[src/rtl/packet_framer_pkg.sv]
// packet_framer_pkg: shared types and CRC16-USB constants for the packet framer
package packet_framer_pkg;
  typedef enum logic [2:0] {
    SEL_PID     = 3'b001,
    SEL_PID_CRC = 3'b010,
    SEL_DATA    = 3'b011,
    SEL_ENC     = 3'b100
  } sel_e;
  typedef enum logic [2:0] {S_IDLE, S_PID, S_PAYLOAD, S_CRC_LO, S_CRC_HI} state_e;
  localparam logic [15:0] CRC16_POLY_R = 16'hA001;
  localparam logic [15:0] CRC16_INIT   = 16'hFFFF;
  function automatic logic sel_legal(input logic [2:0] s);
    return s inside {SEL_PID, SEL_PID_CRC, SEL_DATA, SEL_ENC};
  endfunction
endpackage

[src/rtl/packet_framer_crc16_byte.sv]
// crc16_byte: combinational byte-wide CRC16-USB update (reflected, LSB first)
// Ports: crc_i running CRC, byte_i next byte, crc_o updated CRC.
// Only compiled when PACKET_FRAMER_CRC_GEN_EN is defined.
`ifdef PACKET_FRAMER_CRC_GEN_EN
module crc16_byte import packet_framer_pkg::*; (
  input  logic [15:0] crc_i,
  input  logic [7:0]  byte_i,
  output logic [15:0] crc_o
);
  logic [15:0] c;
  always_comb begin
    c = crc_i ^ {8'h00, byte_i};
    for (int b = 0; b < 8; b++) c = c[0] ? (c >> 1) ^ CRC16_POLY_R : c >> 1;
    crc_o = c;
  end
endmodule
`endif

[src/rtl/packet_framer.sv]
// packet_framer: serialises PID, optional payload and CRC into a ready/valid byte stream
// Ports: clk, n_rst (async active-low); PID_in, data_in, encrypted, CRC_in, data_sel, start
// request a packet; out_valid/out_data/out_last/out_ready form the byte stream; busy, done, err status.
// Macro PACKET_FRAMER_CRC_GEN_EN: modes 011/100 emit an internally generated CRC16-USB.
module packet_framer import packet_framer_pkg::*; #(
  parameter int PAYLOAD_BYTES = 8,
  parameter int OUT_W         = 8
) (
  input  logic                       clk,
  input  logic                       n_rst,
  input  logic [7:0]                 PID_in,
  input  logic [8*PAYLOAD_BYTES-1:0] data_in,
  input  logic [8*PAYLOAD_BYTES-1:0] encrypted,
  input  logic [15:0]                CRC_in,
  input  logic [2:0]                 data_sel,
  input  logic                       start,
  input  logic                       out_ready,
  output logic                       out_valid,
  output logic [OUT_W-1:0]           out_data,
  output logic                       out_last,
  output logic                       busy,
  output logic                       done,
  output logic                       err
);
  localparam int CW = $clog2(PAYLOAD_BYTES + 1);
  state_e                     state_q;
  logic [2:0]                 sel_q;
  logic [7:0]                 pid_q;
  logic [8*PAYLOAD_BYTES-1:0] pay_q;
  logic [15:0]                crc_q, crc_fin;
  logic [CW-1:0]              cnt_q, cnt_nx;
  logic                       out_valid_q, out_last_q, busy_q, done_q, err_q;
  logic [OUT_W-1:0]           out_data_q;
  logic                       accept, cnt_last;
  assign accept   = out_valid_q & out_ready;
  assign cnt_nx   = cnt_q + CW'(1);
  assign cnt_last = cnt_q == CW'(PAYLOAD_BYTES - 1);
`ifdef PACKET_FRAMER_CRC_GEN_EN
  // The running CRC absorbs each payload byte as it is accepted, so the final
  // value is ready on the same edge that moves into CRC_LO.
  logic [15:0] crc_acc_q, crc_nx;
  crc16_byte u_crc (.crc_i(crc_acc_q), .byte_i(out_data_q[7:0]), .crc_o(crc_nx));
  assign crc_fin = ~crc_nx;
`else
  assign crc_fin = crc_q;
`endif
  always_ff @(posedge clk or negedge n_rst) begin
    if (!n_rst) begin
      state_q     <= S_IDLE;
      sel_q       <= '0;
      pid_q       <= '0;
      pay_q       <= '0;
      crc_q       <= '0;
      cnt_q       <= '0;
      out_valid_q <= 1'b0;
      out_data_q  <= '0;
      out_last_q  <= 1'b0;
      busy_q      <= 1'b0;
      done_q      <= 1'b0;
      err_q       <= 1'b0;
`ifdef PACKET_FRAMER_CRC_GEN_EN
      crc_acc_q   <= CRC16_INIT;
`endif
    end else begin
      done_q <= 1'b0;
      err_q  <= 1'b0;
      case (state_q)
        S_IDLE: if (start) begin
          if (sel_legal(data_sel)) begin
            state_q     <= S_PID;
            sel_q       <= data_sel;
            pid_q       <= PID_in;
            pay_q       <= data_sel == SEL_ENC ? encrypted : data_in;
            crc_q       <= CRC_in;
            busy_q      <= 1'b1;
            out_valid_q <= 1'b1;
            out_data_q  <= PID_in;
            out_last_q  <= data_sel == SEL_PID;
`ifdef PACKET_FRAMER_CRC_GEN_EN
            crc_acc_q   <= CRC16_INIT;
`endif
          end else err_q <= 1'b1;
        end
        S_PID: if (accept) begin
          if (sel_q == SEL_PID) begin
            state_q     <= S_IDLE;
            busy_q      <= 1'b0;
            out_valid_q <= 1'b0;
            out_last_q  <= 1'b0;
            out_data_q  <= '0;
            done_q      <= 1'b1;
          end else if (sel_q == SEL_PID_CRC) begin
            state_q    <= S_CRC_LO;
            out_data_q <= crc_q[7:0];
          end else begin
            state_q    <= S_PAYLOAD;
            cnt_q      <= '0;
            out_data_q <= pay_q[7:0];
          end
        end
        S_PAYLOAD: if (accept) begin
`ifdef PACKET_FRAMER_CRC_GEN_EN
          crc_acc_q <= crc_nx;
`endif
          if (cnt_last) begin
            state_q    <= S_CRC_LO;
            crc_q      <= crc_fin;
            out_data_q <= crc_fin[7:0];
          end else begin
            cnt_q      <= cnt_nx;
            out_data_q <= pay_q[{cnt_nx, 3'b000} +: 8];
          end
        end
        S_CRC_LO: if (accept) begin
          state_q    <= S_CRC_HI;
          out_data_q <= crc_q[15:8];
          out_last_q <= 1'b1;
        end
        S_CRC_HI: if (accept) begin
          state_q     <= S_IDLE;
          busy_q      <= 1'b0;
          out_valid_q <= 1'b0;
          out_last_q  <= 1'b0;
          out_data_q  <= '0;
          done_q      <= 1'b1;
        end
        default: state_q <= S_IDLE;
      endcase
    end
  end
  assign out_valid = out_valid_q;
  assign out_data  = out_data_q;
  assign out_last  = out_last_q;
  assign busy      = busy_q;
  assign done      = done_q;
  assign err       = err_q;
endmodule

[config.mk]
export PLATFORM = sky130hd
export DESIGN_NAME = packet_framer
export DESIGN_NICKNAME = d
export VERILOG_FILES = /design/src/rtl/packet_framer_pkg.sv /design/src/rtl/packet_framer_crc16_byte.sv /design/src/rtl/packet_framer.sv
export SDC_FILE = /design/constraint.sdc
export NUM_CORES = 1
export LEC_CHECK = 0
export ABC_CLOCK_PERIOD_IN_PS = 2500
export BUFFER_PORTS_ARGS = -buffer_cell sky130_fd_sc_hd__buf_2
export CAP_MARGIN = 20
export CORE_MARGIN = 2
export CORE_UTILIZATION = 51
export DETAILED_ROUTE_END_ITERATION = 10
export PLACE_DENSITY = 0.9
export SKIP_CTS_REPAIR_TIMING = 1
export SYNTH_ARGS = -nofsm -noshare
export SYNTH_HDL_FRONTEND = slang
export SYNTH_SLANG_ARGS = --single-unit
export TNS_END_PERCENT = 50
[constraint.sdc]
create_clock -name clk -period 2.5 [get_ports clk]
set_input_delay 0.125 -clock clk [delete_from_list [all_inputs] [get_ports clk]]
set_output_delay 0.125 -clock clk [all_outputs]
set_load 0.01 [all_outputs]
==> impl_metrics.py <==
metrics = {
    "synth": {
        "netlist_area_mm2": 0.005388,
        "synth.ff_latch_count": 102,
        "synth-edff-count": 0,
        "yosysTopAreaCell": "dfrtp_1",
        "syn_nets": 646,
        "yosysUniqueCellTypes": 49,
        "synth_ff_type": "dfrtp_1",
        "async_flop_share_pct": 100.0,
        "yosysSeqAreaShare_pct": 47.38,
        "yosysWarningCount": 0,
        "synth_area_leaders": "dfrtp_1 (47%), mux2i_1 (14%), o21ai_1 (6.4%)",
        "synth.avg_cell_area_um2": 11.09,
        "synthCells": 486,
        "synth_top_area_share_pct": 47.38,
    },
    "power": {
        "p_comb_share_pct": 40.3,
        "ir_worst_vdd_mv": 0.4983,
        "power_leakage_nw": 3.018,
        "power_density_mw_per_mm2": 1014,
        "p_total_mw": 6.767,
        "p_switching_mw": 2.567,
        "intPower_mw": 4.200,
        "power_frac_seq_pct": 44.2,
        "clkPwrFrac_pct": 15.4,
        "swShare_pct": 37.93,
    },
    "timing": {
        "tightest_slew_ns": 0.8067,
        "finalHoldViolations": 0,
        "drv_slew": 0,
        "period_needed_ns": 2.256,
        "period_share_pct": 90.26,
        "slew_headroom_pct": 46.22,
        "rsz0062_at_grt": "false",
        "max_freq_ghz": 0.4432,
        "setup_viol": 0,
        "fin_tns_setup_ns": 0,
        "fin_skew_ns": 0.01424,
    },
    "finish": {
        "layout-drive-gt1-share_pct": 33.23,
        "final_common_cell": "buf_2",
        "final_nets": 818,
        "antennaDiodeCount": 0,
        "fin_cells": 798,
        "utilization_pct": 64.95,
        "nFillCells": 802,
        "final_cell_mix": "buf_2 (170), dfrtp_1 (102), nand2_1 (83), mux2i_1 (74), o21ai_1 (69)",
        "syn2layout_area_growth_pct": 23.90,
    },
    "placement": {
        "dp_cells": 767,
        "io_buffers": 171,
        "routabilityCongestion": 0.8143,
        "place_hpwl_mm": 10.56,
    },
    "cts": {
        "clk_latency_ns": 0.37,
        "cts_buffers": 9,
        "htree_levels": 3,
        "clock-sinks": 102,
        "clk_pin_slew_ns": 0.09,
        "cts_buffer_depth": 2,
        "cts_root_buf": "clkbuf_8",
        "cts_tree": "done",
    },
    "status": {
        "status": "completed",
    },
    "drt": {
        "via_per_inst": 5.603,
        "postRouteWirelength_mm": 14.09,
        "wl_met1_mm": 5.785,
        "top_layer": "met4",
        "drt.antenna.violating_nets": 0,
        "first_pass_iters": 4,
        "wl_met2_mm": 7.160,
        "vias": 4471,
        "routedWlPerCell_um": 17.66,
        "drt_iter0_drc": 247,
        "route.met3.wl_um": 806,
        "drc_errors": 0,
    },
    "floorplan": {
        "die_w_um": 106.8,
        "dieArea_mm2": 0.01140,
        "initial_utilization_pct": 52.42,
        "core_mm2": 0.01028,
        "die_h_um": 106.8,
        "num_io_pins": 172,
        "rows": 37,
    },
    "setup_path": {
        "arrival_ns": 2.50,
        "start_kind": "flip-flop",
        "worstPathRequired_ns": 2.75,
        "cp-end-kind": "flip-flop",
        "path_class": "flip-flop to flip-flop",
        "cp_max_fo": 68,
    },
    "global_routing": {
        "globalRouteOverflowTotal": 0,
        "grt_pass1_vias": 4584,
        "grt_pass1_wl_mm": 22.43,
        "grt_usage_pct": 25.53,
        "grt_max_degree": 91,
        "antenna_found_initial": 0,
    },
    "hold_path": {
        "hp-class": "input port to flip-flop",
    },
    "flow_run": {
        "maxCapViolCount": 0,
    },
}
==> power by group through the flow <==
stage          clock network [mW]  registers (mW)  logic, mW
6_report                     1.04            2.99       2.73
5_1_grt                      1.11            3.07       3.01
4_1_cts                      1.05            2.97       2.70
3_5_place_dp                    0            3.00       2.68
3_3_place_gp                    0            2.94       2.52
2_1_floorplan                   0            2.78       2.02
==> registers in the layout (all words and copies together), names as in the netlist <==
signal	flops
busy	1
err	1
sel_q	3
done	1
out_data	8
cnt_q	4
pay_q	64
out_last	1
state_q	3
crc_fin	16
==> worst paths after layout <==
path	start	endpoint	slack, ns	cells after the start
worst max register to register	state_q[1]	out_data[0]	0.24	5
worst max-delay path	state_q[1]	out_data[0]	0.24	5
worst min-delay path	CRC_in[8]	crc_fin[8]	0.009	2
worst min register to register	pay_q[22]	pay_q[22]	0.49	2
max in group asynchronous	n_rst	out_data[1]	1.31	3
min in group asynchronous	n_rst	out_data[3]	0.32	2
==> kinds of logic after synthesis <==
group                      count (synthesis)  synth area share, %
xor gates and xnor gates                   2               0.6736
muxes                                    107                23.85
buffers and inverters                     40                3.809
AOI/OAI and AO/OA                        112                13.54
adders and majority gates                  1               0.2322
and+or+nand+nor                          122                10.52
DFF                                      102                47.38
==> final cells by class <==
type | count | area (µm²) | area share (%)
clock buffers | 10 | 137.6 | 2.062
clock inverters | 5 | 58.81 | 0.8810
inverters | 6 | 22.52 | 0.3374
multi-input cells | 344 | 2643 | 39.59
flip-flops and latches | 102 | 2552 | 38.24
well taps | 136 | 170.2 | 2.549
repair buffers | 195 | 1091 | 16.34
==> routing by layer <==
metal  vias to the layer above  global-route usage (%)
li1                       2112                       -
met3                        29                   4.985
met1                      2123                   33.26
met5                         -                       0
met2                       207                   43.13
met4                         0                   8.442
==> worst max-delay path, cell delays in order, from the launching register on <==
cell and delay [ns]:
dfrtp_1 0.68, nor4b_2 0.16, nand2_4 0.11, buf_4 0.54
nand2_1 0.33, o221a_1 0.31
==> synth_stat cells, types with 3 or more instances <==
cell and count:
dfrtp_1 102, nand2_1 84, mux2i_1 74, o21ai_1 69, mux2_1 18, buf_2 17, mux4_2 14, buf_4 9
a221oi_1 8, o211ai_1 8, o221a_1 7, inv_1 6, nor2_1 6, a21oi_1 5, clkbuf_1 5, nand3_1 5
and2_1 4, buf_1 3, nor3_1 3, nor3b_1 3, or3_1 3
==> through the flow <==
stage | setup WS [ns] | area (µm²) | hold WS [ns]
after floorplan | 0.5420 | 5388 | -0.1706
after global placement | 0.3968 | 6319 | 0.1508
after detailed placement | 0.2808 | 6319 | 0.1683
after CTS | 0.2721 | 6515 | -0.2237
after global routing | 0.09135 | 6675 | 0.007926
final | 0.2435 | 6675 | 0.009140
Power figures use the tool's default switching activity.
